## config.mk

```make
export PLATFORM = sky130hd
export DESIGN_NAME = rsa_key_wrap
export DESIGN_NICKNAME = d
export VERILOG_FILES = /design/src/rtl/rsa_pkg.sv /design/src/rtl/rsa_wdog.sv /design/src/rtl/rsa_key_wrap.sv
export SDC_FILE = /design/constraint.sdc
export NUM_CORES = 1
export LEC_CHECK = 0
export ABC_AREA = 1
export CELL_PAD_IN_SITES_DETAIL_PLACEMENT = 2
export CELL_PAD_IN_SITES_GLOBAL_PLACEMENT = 2
export CORE_ASPECT_RATIO = 0.75
export CORE_MARGIN = 10
export CORE_UTILIZATION = 26
export CTS_CLUSTER_DIAMETER = 100
export DETAILED_ROUTE_END_ITERATION = 8
export HOLD_SLACK_MARGIN = 0.06
export PLACE_DENSITY_LB_ADDON = 0.2
export SYNTH_ARGS = -nofsm -noshare
export SYNTH_HDL_FRONTEND = slang
export SYNTH_SLANG_ARGS = --single-unit
```

## constraint.sdc

```tcl
create_clock -name clk -period 1.6 [get_ports clk]
set_input_delay 0.16 -clock clk [delete_from_list [all_inputs] [get_ports clk]]
set_output_delay 0.16 -clock clk [all_outputs]
set_load 0.02 [all_outputs]
```

## src/rtl/rsa_pkg.sv

```systemverilog
// Shared widths, engine command encodings and FSM state encoding for the RSA key-wrap slice.
package rsa_pkg;

    localparam int RSA_W  = 65;
    localparam int KEY_W  = 128;
    localparam int HALF_W = KEY_W / 2;

    localparam logic [1:0] RSA_CMD_IDLE = 2'b00;
    localparam logic [1:0] RSA_CMD_ENC  = 2'b01;
    localparam logic [1:0] RSA_CMD_DEC  = 2'b10;

    typedef logic [2:0] state_t;

    localparam state_t ST_IDLE     = 3'd0;
    localparam state_t ST_ISSUE_LO = 3'd1;
    localparam state_t ST_WAIT_LO  = 3'd2;
    localparam state_t ST_ISSUE_HI = 3'd3;
    localparam state_t ST_WAIT_HI  = 3'd4;
    localparam state_t ST_FINISH   = 3'd5;

    // A 64-bit key half becomes an engine operand with a clear top bit.
    function automatic logic [RSA_W-1:0] pad_half(input logic [HALF_W-1:0] half);
        return {1'b0, half};
    endfunction

endpackage

```

## src/rtl/rsa_wdog.sv

```systemverilog
// Per-operation watchdog: cleared while a command is issued, counts waiting cycles,
// flags expiry on the LIMIT-th waiting cycle.
module rsa_wdog #(
    parameter int LIMIT = 4095
) (
    input  logic clk,
    input  logic rst,
    input  logic clear,
    input  logic count,
    output logic expired
);

    localparam int CNT_W = $clog2(LIMIT + 1);

    logic [CNT_W-1:0] cnt;

    // NOTE: sequential state uses non-blocking assignments so every register samples pre-edge values.
    always_ff @(posedge clk) begin
        if (rst || clear) begin
            cnt <= '0;
        end else if (count && !expired) begin
            cnt <= cnt + 1'b1;
        end
    end

    assign expired = count && (cnt == CNT_W'(LIMIT - 1));

endmodule

```

## src/rtl/rsa_key_wrap.sv

```systemverilog
// RSA key wrap/unwrap sequencer: runs two 65-bit engine operations (lo half, then hi half).
// Optional per-operation abort watchdog enabled by defining RSA_WRAP_TIMEOUT_EN.
module rsa_key_wrap
    import rsa_pkg::*;
#(
    parameter int TIMEOUT_CYC = 4096
) (
    input  logic               clk,
    input  logic               rst,
    input  logic               start,
    input  logic               mode,
    input  logic [KEY_W-1:0]   key_in,
    input  logic [2*RSA_W-1:0] ct_in,
    output logic               busy,
    output logic               done,
    output logic               err,
    output logic [KEY_W-1:0]   key_out,
    output logic [2*RSA_W-1:0] ct_out,
    output logic [1:0]         rsa_cmd,
    output logic [RSA_W-1:0]   rsa_msg,
    input  logic [RSA_W-1:0]   rsa_p_msg,
    input  logic               rsa_p_sync
);

    state_t           state;
    logic             mode_q;
    logic [RSA_W-1:0] op_lo;
    logic [RSA_W-1:0] op_hi;
    logic [RSA_W-1:0] res_lo;
    logic [RSA_W-1:0] res_hi;
    logic             timeout;
    logic             accept;
    logic             bad_result;
    logic [1:0]       op_cmd;

    // The done cycle is spent in IDLE, so a start there must still be refused.
    assign accept     = (state == ST_IDLE) && start && !done;
    assign bad_result = mode_q && rsa_p_msg[RSA_W-1];
    assign op_cmd     = mode_q ? RSA_CMD_DEC : RSA_CMD_ENC;
    assign busy       = (state != ST_IDLE) || done;

`ifdef RSA_WRAP_TIMEOUT_EN
    logic in_issue;
    logic in_wait;

    assign in_issue = (state == ST_ISSUE_LO) || (state == ST_ISSUE_HI);
    assign in_wait  = (state == ST_WAIT_LO)  || (state == ST_WAIT_HI);

    // Abort decision is followed by FINISH and then done, so firing one waiting cycle
    // early puts done exactly TIMEOUT_CYC cycles after WAIT_x is entered.
    rsa_wdog #(
        .LIMIT(TIMEOUT_CYC - 1)
    ) u_wdog (
        .clk    (clk),
        .rst    (rst),
        .clear  (in_issue),
        .count  (in_wait),
        .expired(timeout)
    );
`else
    assign timeout = 1'b0;
`endif

    always_ff @(posedge clk) begin
        if (rst) begin
            state   <= ST_IDLE;
            done    <= 1'b0;
            err     <= 1'b0;
            mode_q  <= 1'b0;
            op_lo   <= '0;
            op_hi   <= '0;
            res_lo  <= '0;
            res_hi  <= '0;
            key_out <= '0;
            ct_out  <= '0;
        end else begin
            done <= 1'b0;
            case (state)
                ST_IDLE: begin
                    if (accept) begin
                        mode_q <= mode;
                        err    <= 1'b0;
                        op_lo  <= mode ? ct_in[RSA_W-1:0]
                                       : pad_half(key_in[HALF_W-1:0]);
                        op_hi  <= mode ? ct_in[2*RSA_W-1:RSA_W]
                                       : pad_half(key_in[KEY_W-1:HALF_W]);
                        state  <= ST_ISSUE_LO;
                    end
                end
                ST_ISSUE_LO: state <= ST_WAIT_LO;
                ST_WAIT_LO: begin
                    if (rsa_p_sync) begin
                        res_lo <= rsa_p_msg;
                        if (bad_result) err <= 1'b1;
                        state  <= ST_ISSUE_HI;
                    end else if (timeout) begin
                        err   <= 1'b1;
                        state <= ST_FINISH;
                    end
                end
                ST_ISSUE_HI: state <= ST_WAIT_HI;
                ST_WAIT_HI: begin
                    if (rsa_p_sync) begin
                        res_hi <= rsa_p_msg;
                        if (bad_result) err <= 1'b1;
                        state  <= ST_FINISH;
                    end else if (timeout) begin
                        err   <= 1'b1;
                        state <= ST_FINISH;
                    end
                end
                ST_FINISH: begin
                    done <= 1'b1;
                    if (!err) begin
                        if (mode_q) key_out <= {res_hi[HALF_W-1:0], res_lo[HALF_W-1:0]};
                        else        ct_out  <= {res_hi, res_lo};
                    end
                    state <= ST_IDLE;
                end
                default: state <= ST_IDLE;
            endcase
        end
    end

    // NOTE: defaults first so every path assigns both outputs and no latch is inferred.
    always_comb begin
        rsa_cmd = RSA_CMD_IDLE;
        rsa_msg = '0;
        case (state)
            ST_ISSUE_LO: begin
                rsa_cmd = op_cmd;
                rsa_msg = op_lo;
            end
            ST_WAIT_LO: rsa_msg = op_lo;
            ST_ISSUE_HI: begin
                rsa_cmd = op_cmd;
                rsa_msg = op_hi;
            end
            ST_WAIT_HI: rsa_msg = op_hi;
            default: ;
        endcase
    end

endmodule
```

---- After elaboration in Yosys (flattened, before gate mapping) ----
Cells that the tools add are included.
operators by class
  eq/ne operators ......................... 10
  mux-type cells .......................... 14
  bitwise operators ....................... 2
  reduce and logical (&&, ||, !) cells .... 19
operators by type and width
  operator                                             number
  2-to-1 mux 65 bit                                    2
  case mux 65 bit (2 select lines)                     1
  case mux 3 bit (5 select lines)                      1
  2-to-1 mux 3 bit                                     3
  AND reduction 3 bit                                  3
  OR reduction 2 bit                                   4
  equality test 3 x 2 -> 1 bit, second input constant  2
  equality test 3 bit, second input constant           2
  != test 2 bit, second input constant                 3
  AND reduction 2 bit                                  3
  2-to-1 mux 1 bit                                     4
  2-to-1 mux 2 bit                                     2
  != test 2 x 1 -> 1 bit, second input constant        2
  AND reduction 4 bit                                  1
  equality test 3 x 1 -> 1 bit, second input constant  1
  logical AND 1 bit                                    3
  logical NOT 3 bit                                    1
  nonzero test 3 bit                                   1
  inverter 1 bit                                       2
  case mux 1 bit (2 select lines)                      1
  nonzero test 2 bit                                   1
  logical NOT 1 bit                                    1
  logical OR 1 bit                                     1
word-level totals
  register bits ........................... 524
  output and inout bits ................... 328
  word-level logic and storage cells ...... 55

---- Depth between registers and ports, before layout ----
Gate-level depths: netlist of the first run.
  word-level depth ........................ 5
  depth in mapped cells ................... 8
  gate-level depth less buffers ........... 6

---- Worst setup path after synthesis of the first run ----
OpenSTA, ideal clock, no wires.
  path kind ............................... register -> output
  start point ............................. register state[2]
  end point ............................... output rsa_msg[0]
  arrival time ............................ 1476 ps
  path slack .............................. -36 ps
  cell stages (with the launch flop) ...... 8
  buffers on the path ..................... 2
  path through ............................ dfxtp_1 > inv_1 > nand2_1 > o21ai_1 > inv_1 > buf_2 > buf_2 > o22ai_1
between the ends
  longest elaborated chain between the ends .. 3
  elaborated cells on any way between the ends .. 7
  classes of those cells .................. eq/ne: 4; mux: 1; reduce/logical: 2
RTL lines
  what                                         line                 RTL
  start, declared                              rsa_key_wrap.sv:25   state_t state;
  start signal, assigned                       rsa_key_wrap.sv:66   state <= ST_IDLE;
  start signal, assigned                       rsa_key_wrap.sv:87   state <= ST_ISSUE_LO;
  start signal, assigned                       rsa_key_wrap.sv:90   ST_ISSUE_LO: state <= ST_WAIT_LO;
  equality test 3 bit (tied with other cells)  rsa_key_wrap.sv:129  case (state)
  OR reduction 2 bit (no source line)          --
  case mux 65 bit (2 select lines) (*)         rsa_key_wrap.sv:129
  end, declared                                rsa_key_wrap.sv:20   output logic [RSA_W-1:0] rsa_msg,
Every way passes the cells marked *; elsewhere a longest branch is shown, timed or not.

---- Worst setup path after layout of the first run ----
  start point ............................. register state[1]
  end point ............................... output rsa_msg[58]
Same word-level chain as after synthesis.

==> results of run 1 <==
critical path: stages, from the launching register on:
cell and delay, ns:
dfxtp_4 0.39, nor2_4 0.14, nand2_2 0.07, o21a_4 0.13, buf_12 0.16, buf_12 0.16, o22ai_2 0.14, buf_4 0.17
final timing paths:
kind                           startpoint                  endpoint  slack (ns)
setup / recovery    state[1]$_SDFFE_PP0P_               rsa_msg[58]       -0.55
hold / removal                       mode    op_hi[27]$_SDFFE_PP0P_        0.13
setup reg to reg    state[1]$_SDFFE_PP0P_  key_out[19]$_SDFFE_PP0P_       -0.33
hold reg to reg   res_hi[64]$_SDFFE_PP0P_   res_hi[64]$_SDFFE_PP0P_        0.46
cells in the mapped netlist:
cell type,n,share of area [%]
clkbuf_2,6,0.15
nand3_1,5,0.12
buf_4,8,0.29
nor2_4,1,0.055
buf_2,69,1.7
o21ai_1,146,3.6
buf_1,1,0.018
dfxtp_1,524,51
a21oi_1,451,11
buf_12,8,0.78
clkbuf_1,91,1.7
nor2_2,1,0.031
o21a_1,1,0.037
nor3_4,2,0.16
nand3_2,1,0.049
nand4_1,2,0.061
o21ai_0,500,12
o211ai_1,1,0.037
nor2_1,6,0.11
inv_2,2,0.037
nand2_1,139,2.6
nand3_4,1,0.086
inv_1,396,7.3
o22ai_1,64,2.0
a21oi_2,70,3.0
buf_6,29,1.6
inv_4,1,0.031
through the flow:
step	TNS (ns)	setup slack [ns]
2_1_floorplan	-1.794	-0.03588
3_3_place_gp	-25.48	-0.5030
3_5_place_dp	-44.40	-0.5607
4_1_cts	-54.49	-0.5614
5_1_grt	-124.59	-0.6272
6_report	-85.68	-0.5537
layout make-up:
class                   count  area [sq um]
clock buffers              84          1679
fillers                  8244         42840
repair buffers            905         10530
flip-flops and latches    524         10500
multi-input cells        1391          8758
diodes                     38         95.09
inverters                 399          1523
clock inverters            18         181.4
well taps                1035          1295
routing by layer:
metal / global-route usage [%] / wire length [um] / vias to the layer above
met5: 0 / 92 / -
met2: 39.50 / 60310 / 514
met3: 4.111 / 5066 / 223
met4: 9.419 / 4760 / 14
li1: - / - / 9967
met1: 23.71 / 44290 / 10870
placed cells by master (no fill, tap or decap), types with 3 or more instances in the layout:
master / netlist / layout
clkbuf_16: 0 / 97
o21ai_4: 0 / 28
o22ai_2: 0 / 34
a21oi_1: 451 / 357
clkbuf_8: 0 / 13
nor2_1: 6 / 4
nand3_1: 5 / 3
a21oi_4: 0 / 15
o21ai_2: 0 / 64
nand2_1: 139 / 137
o22ai_4: 0 / 21
dlygate4sd2_1: 0 / 227
o22ai_1: 64 / 9
buf_4: 8 / 84
buf_6: 29 / 80
diode_2: 0 / 38
buf_8: 0 / 23
buf_16: 0 / 29
clkbuf_1: 91 / 13
nor2_4: 1 / 3
nand3_4: 1 / 3
inv_1: 396 / 393
clkdlybuf4s50_1: 0 / 326
buf_12: 8 / 63
a21oi_2: 70 / 149
clkinvlp_4: 0 / 3
clkdlybuf4s15_1: 0 / 29
clkinv_2: 0 / 9
o21ai_0: 500 / 403
clkdlybuf4s15_2: 0 / 4
dfxtp_1: 524 / 520
dfxtp_4: 0 / 3
o21ai_1: 146 / 151
registers in the layout (all words and copies together), names as in the netlist:
name     cells
op_hi       65
key_out    128
err          1
op_lo       65
ct_out     130
mode_q       1
res_hi      65
state        3
res_lo      65
done         1
cell families after synthesis:
logic type,share of synthesized area [%]
compound gates,31.90
buf+inv,13.54
flops,51.33
simple gates,3.227
power by group:
group	switching (uW)	total (uW)	internal (uW)	leakage [uW]
sequential	265	14000	13800	0.00426
combinational	3780	6620	2840	0.00891
clock	5930	13500	7590	0.000913
total	9980	34200	24200	0.0141
what timing repair did:
item | in CTS | in global routing
resized for setup | 789 | 437
setup buffers | 12 | 40
setup endpoints to repair | 573 | 470
hold buffers | 0 | 0
endpoints found under the hold margin | 0 | 0
pin swaps | 17 | 71
cloned | 17 | 56
==> out/results.ini, run 1 <==
[route]
wl_mm = 114.5
drtAntennaViolNets = 0
drt_pass1_iterations = 4
wl_per_cell_um = 26.06
viasPerCell = 4.912
drc = 0
drt_iter0_drc = 911
vias = 21580

[critical_path]
path_max_fanout = 12
critPathCaptureType = output pin
crit_arrival_ns = 1.99
reg2reg_depth = 11
cp.required_ns = 1.44
startpoint_type = register
worstSetupPathType = register to output pin

[timing]
max_freq_ghz = 0.4643
finalSetupViolations = 408
slew_headroom_pct = 71.81
period_share_pct = 134.6
drv_slew = 0
holdWs_ns = 0.1277
rsz0062_at_grt = true
setup_ws_ns = -0.5537
min_period_ns = 2.154
skew_ns = 0.03340
hold_viol = 0
worstMarginPinSlew_ns = 0.4184

[yosys]
yosys.cell_types.count = 27
syn-instance-count = 2526
syn_area_per_cell_sq_um = 8.090
yosys_warnings = 0
syn_area_sq_um = 20440
synth_nets = 2854
synth_seq_cells = 524
yosysSeqAreaShare_pct = 51.33

[cts]
cts.sinks = 524
ctsLongestPathBuffers = 3
clk_pin_slew_worst_paths_ns = 0.06
cts_tree = built
htreeDepth = 2
numCtsBuffers = 57
root_buffer = clkbuf_16
clk_latency_ns = 0.64

[floorplan]
die_area_sq_um = 90330
dieHeight_um = 262.8
num_rows = 88
die_w_um = 343.7
core_area_sq_um = 77400
ios = 656
start_util_pct = 26.40

[place]
dpl.hpwl_mm = 73.20
gp_congestion = 0.8576
place_area_sq_um = 28680
numPortBuffers = 655
placedCellCount = 4135

[finish]
fin_nets = 3606
syn2layout_area_growth_pct = 69.14
stdcell_area_sq_um = 34570
drive_gt1_share_pct = 22.46
final_util_pct = 44.66
final_cell_count_no_fill = 4394

[outcome]
violations = negative setup slack
run_status = finished, violations left

[global_route]
antenna_found_initial = 44
grt_pass1_vias = 22990
grt_usage_pct = 21.53
grt_first_pass_wirelength_mm = 150.1
grt_max_degree = 73
grt_overflow = 0

[job]
max-cap-violations = 0

[hold_path]
holdPathStages = 5
hold_class = input port to register

[power]
p_per_area_nw_per_um2 = 988.6
p_total_uw = 34170
p_leak_uw = 0.01408
vdd_drop_max_mv = 0.7235

Note: power is estimated with default switching activity, not from simulation.
==> run 2: changes to the inputs <==
--- a/config.mk
+++ b/config.mk
@@ -9,7 +9,7 @@
 export CELL_PAD_IN_SITES_DETAIL_PLACEMENT = 2
 export CELL_PAD_IN_SITES_GLOBAL_PLACEMENT = 2
 export CORE_ASPECT_RATIO = 0.75
-export CORE_MARGIN = 10
+export CORE_MARGIN = 4
 export CORE_UTILIZATION = 26
 export CTS_CLUSTER_DIAMETER = 100
 export DETAILED_ROUTE_END_ITERATION = 8
==> constraint.sdc (replaced) <==
create_clock -name clk -period 2 [get_ports clk]
set_input_delay 0.2 -clock clk [delete_from_list [all_inputs] [get_ports clk]]
set_output_delay 0.2 -clock clk [all_outputs]
set_load 0.02 [all_outputs]
==> run 2 against run 1 <==
Against the previous run: non-clock buffer count is 155 lower; the run still ends with negative setup slack left; register-to-register slack improved by 0.44 ns; clock power is 20% lower; critical endpoint is now rsa_msg[56]; critical path type unchanged; clock-buffer cell count is 8 lower; sequential share of layout area grew 3.7 points; combinational power is 27% lower; worst hold slack gained 0.070 ns; core utilization decreased by 4.8 points; total power fell by 22%.
==> out/results.ini, run 2 (synthesized netlist as in run 1, its figures left out) <==
[route]
drc = 0  ; unchanged
drtAntennaViolNets = 0  ; unchanged
wl_per_cell_um = 21.95  ; was 26.06 um
drt_iter0_drc = 867  ; was 911
vias = 20240  ; was 21580
viasPerCell = 4.796  ; was 4.912
wl_mm = 92.60  ; was 114.5 mm
drt_pass1_iterations = 5  ; was 4

[cts]
root_buffer = clkbuf_16  ; unchanged
ctsLongestPathBuffers = 3  ; unchanged
cts_tree = built  ; unchanged
clk_pin_slew_worst_paths_ns = 0.06  ; about the same
htreeDepth = 2  ; unchanged
cts.sinks = 524  ; unchanged
clk_latency_ns = 0.62  ; was 0.64 ns
numCtsBuffers = 54  ; was 57

[floorplan]
die_w_um = 331.7  ; was 343.7 um
core_area_sq_um = 77400  ; unchanged
num_rows = 88  ; unchanged
die_area_sq_um = 83200  ; was 90330 sq um
ios = 656  ; unchanged
dieHeight_um = 250.8  ; was 262.8 um
start_util_pct = 26.40  ; unchanged

[power]
p_per_area_nw_per_um2 = 869.7  ; was 988.6 nW/um^2
p_leak_uw = 0.01157  ; was 0.01408 uW
vdd_drop_max_mv = 0.6163  ; was 0.7235 mV

[global_route]
antenna_found_initial = 30  ; was 44
grt_overflow = 0  ; unchanged
grt_usage_pct = 21.19  ; was 21.53%
grt_max_degree = 131  ; was 73
grt_pass1_vias = 22120  ; was 22990
grt_first_pass_wirelength_mm = 138.4  ; was 150.1 mm

[timing]
slew_headroom_pct = 51.34  ; was 71.81%
worstMarginPinSlew_ns = 0.7299  ; was 0.4184 ns
period_share_pct = 110.8
max_freq_ghz = 0.4512
setup_ws_ns = -0.2166  ; was -0.5537 ns
skew_ns = 0.02327  ; was 0.03340 ns
finalSetupViolations = 65  ; was 408
min_period_ns = 2.217
hold_viol = 0  ; unchanged
drv_slew = 0  ; unchanged
rsz0062_at_grt = true  ; unchanged

[place]
gp_congestion = 0.8312  ; was 0.8576
place_area_sq_um = 27980  ; was 28680 sq um
placedCellCount = 4084  ; was 4135
dpl.hpwl_mm = 65.84  ; was 73.20 mm
numPortBuffers = 655  ; unchanged

[finish]
drive_gt1_share_pct = 12.51  ; was 22.46%
stdcell_area_sq_um = 30830  ; was 34570 sq um
final_cell_mix = clkdlybuf4s50_1, dfxtp_1, o21ai_0  ; was dfxtp_1, o21ai_0, inv_1
fin_nets = 3448  ; was 3606
multi_input_area_sq_um = 7750  ; was 8758 sq um
max_flop_register = ct_out  ; unchanged
final_util_pct = 39.83  ; was 44.66%
reg_top3 = ct_out: 130 flops, key_out: 128 flops  ; unchanged
final_cell_count_no_fill = 4219  ; was 4394
regArea_sq_um = 10500  ; about the same
final_common_cell = clkdlybuf4s50_1  ; was dfxtp_1
syn2layout_area_growth_pct = 50.85  ; was 69.14%
fillers = 8475  ; was 8244
largest_reg_flops = 130  ; unchanged

[critical_path]
reg2reg_depth = 9  ; was 11
regToRegStartpoint = state[2]$_SDFFE_PP0P_  ; was state[1]$_SDFFE_PP0P_
worstSetupPathType = register to output pin  ; unchanged
crit_arrival_ns = 2.02  ; was 1.99 ns
r2r-end = op_hi[33]$_SDFFE_PP0P_  ; was key_out[19]$_SDFFE_PP0P_
critPathCaptureType = output pin  ; unchanged
cp.required_ns = 1.80  ; was 1.44 ns
rrSetupSlack_ns = 0.11  ; was -0.33 ns
startpoint_type = register  ; unchanged
path_max_fanout = 9  ; was 12
startpoint = state[2]$_SDFFE_PP0P_  ; was state[1]$_SDFFE_PP0P_
crit_end = rsa_msg[56]  ; was rsa_msg[58]

[outcome]
violations = negative setup slack  ; unchanged
run_status = finished, violations left  ; unchanged

[hold_path]
hp-start = ct_in[129]  ; was mode
hold_class = input port to register  ; unchanged

[job]
max-cap-violations = 0  ; unchanged

[run 2: report_power, final]
part	leakage, uW	switching, uW	internal (uW)
registers	0.00426	193	11000
clock network	0.000916	4430	6320
logic	0.00640	2820	2030
total	0.0116	7450	19400
[run 2: area by class of cell]
type                    instances  share of cell area (%)
diodes                         26                  0.2110
clock buffers                  76                   5.045
clock inverters                18                   1.031
inverters                     399                   4.931
multi-input cells            1391                   25.14
flip-flops and latches        524                   34.06
well taps                    1035                   4.201
repair buffers                750                   25.38
[run 2: critical path, cell delays in order (launching register included)]
cell	delay, ns
dfxtp_4	0.36
inv_4	0.08
nand2_4	0.07
o21ai_4	0.21
inv_8	0.12
buf_16	0.18
o22ai_1	0.20
buf_4	0.18
[run 2: through the flow]
stage	setup slack, ns	total power (uW)	TNS, ns	hold WS (ns)
after floorplan	0.3241	13470	0	0.3602
after global placement	-0.2019	15240	-2.356	0.4425
after detailed placement	-0.2986	15410	-9.168	0.4487
after CTS	-0.2405	27120	-13.58	0.1349
after global routing	-0.3202	28010	-16.82	0.1894
final	-0.2166	26810	-10.36	0.1975
[run 2: worst min path at each step]
stage,endpoint,cells after the start
2_1_floorplan,op_hi[64]$_SDFFE_PP0P_,2
5_1_grt,op_hi[64]$_SDFFE_PP0P_,3
6_report,op_hi[64]$_SDFFE_PP0P_,3
3_3_place_gp,op_hi[21]$_SDFFE_PP0P_,2
3_5_place_dp,op_hi[24]$_SDFFE_PP0P_,2
4_1_cts,op_hi[64]$_SDFFE_PP0P_,3
[run 2: what timing repair did]
action,CTS,global route
endpoints found under the setup margin,69,69
hold buffers,1,0
resized for setup,492,16
setup buffers,4,1
pin swaps,2,1
cloned,7,2
hold endpoints to repair,2,0
[run 2: layer usage]
metal,global-route usage (%),share of wire [%],vias to the layer above,wire length (um)
met5,0,0.059,-,55
met1,23.97,40,10050,36990
met3,4.478,4.7,155,4337
met4,7.596,3.3,8,3092
met2,39.33,52,422,48130
li1,-,-,9606,-
==> run 3: changes to the inputs <==
--- a/config.mk
+++ b/config.mk
@@ -8,7 +8,7 @@
 export ABC_AREA = 1
 export CELL_PAD_IN_SITES_DETAIL_PLACEMENT = 2
 export CELL_PAD_IN_SITES_GLOBAL_PLACEMENT = 2
-export CORE_ASPECT_RATIO = 0.75
+export CORE_ASPECT_RATIO = 0.9
 export CORE_MARGIN = 4
 export CORE_UTILIZATION = 26
 export CTS_CLUSTER_DIAMETER = 100
==> run 3 against run 2 <==
Against the previous run: clock power up 14%; clock skew grew 0.0029 ns; sequential power hardly changed; non-clock buffer count down 13; fmax increased by 1.6%; cell area rose by 0.53%; largest power group is now the clock network; first-iteration DRC count shrank 8.9%; cell count increased by 0.43%; via count down 0.30%; wire length decreased by 0.53%; the flow still finishes with violations (negative setup slack); register-to-register slack gained 0.02 ns.
==> out/results.ini, run 3 (synthesized netlist as in run 1, its figures left out) <==
[outcome]
run_status = finished, violations left  ; unchanged
violations = negative setup slack  ; unchanged

[route]
drc = 0  ; unchanged
wl_per_cell_um = 21.74  ; was 21.95 um
drt_pass1_iterations = 4  ; was 5
viasPerCell = 4.762  ; was 4.796
drt_iter0_drc = 790  ; was 867
wl_mm = 92.11  ; was 92.60 mm
drtAntennaViolNets = 0  ; unchanged
vias = 20180  ; was 20240

[floorplan]
dieHeight_um = 274.0  ; was 250.8 um
start_util_pct = 26.23  ; was 26.40%
die_w_um = 303.5  ; was 331.7 um
core_area_sq_um = 77920  ; was 77400 sq um
die_area_sq_um = 83160  ; was 83200 sq um
num_rows = 97  ; was 88
ios = 656  ; unchanged

[critical_path]
slowest_delay_ns = 0.33  ; was 0.36 ns
crit_chain = inv_2, nand2_4, o21ai_4, inv_4, buf_12, o22ai_2, buf_4  ; was inv_4, nand2_4, o21ai_4, inv_8, buf_16, o22ai_1, buf_4
crit_arrival_ns = 1.98  ; was 2.02 ns
critPathCaptureType = output pin  ; unchanged
path_max_fanout = 20  ; was 9
cp.required_ns = 1.80  ; about the same
cpLargestDelayFamily = buffers and inverters  ; unchanged
crit_path_top_delay_cell = dfxtp_2  ; was dfxtp_4
startpoint_type = register  ; unchanged
path_buf_inv = 4  ; unchanged
worstSetupPathType = register to output pin  ; unchanged

[timing]
rsz0062_at_grt = true  ; unchanged
drv_slew = 0  ; unchanged
hold_viol = 0  ; unchanged
slew_headroom_pct = 70.59  ; was 51.34%
finalSetupViolations = 65  ; unchanged
max_freq_ghz = 0.4584  ; was 0.4512 GHz
holdWs_ns = 0.1944  ; was 0.1975 ns
period_share_pct = 109.1  ; was 110.8%
skew_ns = 0.02620  ; was 0.02327 ns
min_period_ns = 2.182  ; was 2.217 ns
setup_ws_ns = -0.1816  ; was -0.2166 ns
worstMarginPinSlew_ns = 0.4429  ; was 0.7299 ns
tns_ns = -9.219  ; was -10.36 ns

[place]
numPortBuffers = 655  ; unchanged
dp_slack_ns = -0.1586  ; was -0.2986 ns
dpl.hpwl_mm = 67.66  ; was 65.84 mm
gp_congestion = 0.8834  ; was 0.8312
place_area_sq_um = 28010  ; was 27980 sq um

[hold_path]
hold_class = input port to register  ; unchanged

[cts]
numCtsBuffers = 60  ; was 54
clk_latency_ns = 0.62  ; about the same
root_buffer = clkbuf_16  ; unchanged
cts.sinks = 524  ; unchanged
htreeDepth = 2  ; unchanged
ctsLongestPathBuffers = 3  ; unchanged
cts_tree = built  ; unchanged
clk_pin_slew_worst_paths_ns = 0.06  ; about the same

[finish]
fin_nets = 3441  ; was 3448
reg_top3 = ct_out: 130 flops, key_out: 128 flops  ; unchanged
final_common_cell = clkdlybuf4s50_1  ; unchanged
largest_reg_flops = 130  ; unchanged
drive_gt1_share_pct = 12.65  ; was 12.51%
fillers = 8595  ; was 8475
stdcell_area_sq_um = 30990  ; was 30830 sq um
final_cell_mix = clkdlybuf4s50_1, dfxtp_1, o21ai_0  ; unchanged
multi_input_area_sq_um = 7637  ; was 7750 sq um
regArea_sq_um = 10500  ; about the same
max_flop_register = ct_out  ; unchanged
syn2layout_area_growth_pct = 51.65  ; was 50.85%

[global_route]
grt_first_pass_wirelength_mm = 133.7  ; was 138.4 mm
grt_pass1_vias = 22010  ; was 22120
grt_max_degree = 94  ; was 131
antenna_found_initial = 36  ; was 30
grt_usage_pct = 20.85  ; was 21.19%
grt_overflow = 0  ; unchanged

[power]
vdd_drop_max_mv = 0.8362  ; was 0.6163 mV
p_per_area_nw_per_um2 = 902.9  ; was 869.7 nW/um^2
p_leak_uw = 0.01168  ; was 0.01157 uW

[job]
max-cap-violations = 0  ; unchanged

[run 3: cell types whose count changed in the layout (fill, tap and decap cells not counted), sizes merged]
cell	before	now
diode	26	36
buf	161	147
clkbuf	77	82
clkinv	10	16
clkinvlp	1	3
clkdlybuf4s18	1	0
bufinv	7	13
[run 3: path summary, 6_finish.rpt]
check,start,cells past startpoint,slack [ns],endpoint
worst max register to register,state[0]$_SDFFE_PP0P_,9,0.13,op_hi[45]$_SDFFE_PP0P_
worst min-delay path,ct_in[129],3,0.19,op_hi[64]$_SDFFE_PP0P_
worst max-delay path,state[2]$_SDFFE_PP0P_,7,-0.18,rsa_msg[6]
worst min register to register,op_hi[28]$_SDFFE_PP0P_,2,0.47,op_hi[28]$_SDFFE_PP0P_
[run 3: metal layers]
| layer | vias to the layer above | track usage [%] | share of wire, % |
|---|---|---|---|
| li1 | 9603 | - | - |
| met1 | 9913 | 22.05 | 37 |
| met2 | 473 | 37.97 | 52 |
| met3 | 183 | 5.352 | 5.7 |
| met4 | 4 | 10.87 | 5.1 |
| met5 | - | 0 | 0.043 |
[run 3: report_power, final]
group	leakage, uW	switching, uW	internal [uW]	total [uW]
logic	0.00634	2590	1900	4490
registers	0.00426	195	11000	11200
clock network	0.00108	4680	7600	12300
[run 3: stage by stage]
step / power (uW) / util, % / std cells
4_1_cts: 28100 / 39.03 / 4190
6_report: 27980 / 39.77 / 4237
5_1_grt: 29250 / 39.76 / 4231
3_5_place_dp: 15460 / 35.95 / 4075
3_3_place_gp: 15290 / 35.95 / 4075
2_1_floorplan: 13470 / - / 2526
[run 3: repair_timing]
action                                 in CTS  in global routing
setup endpoints to repair                  68                 65
setup buffers                               2                  6
hold buffers                                1                  0
cloned                                      1                  5
endpoints found under the hold margin       3                  0
pin swaps                                   3                  4
resized for setup                         400                 68
[run 3: final cells by class]
cell class | instances | share of cell area, %
Clock inverter | 32 | 1.732
Antenna cell | 36 | 0.2907
Multi-Input combinational cell | 1391 | 24.64
Tap cell | 1039 | 4.195
Clock buffer | 79 | 5.434
Sequential cell | 524 | 33.88
Timing Repair Buffer | 737 | 24.94
Inverter | 399 | 4.889
[run 3: tightest hold or removal path: cells and delay by family]
family | cells | cell delay (ns)
AND/OR/NAND/NOR | 1 | 0.08
buffers and inverters | 1 | 0.41
AO/OA/AOI/OAI | 1 | 0.05
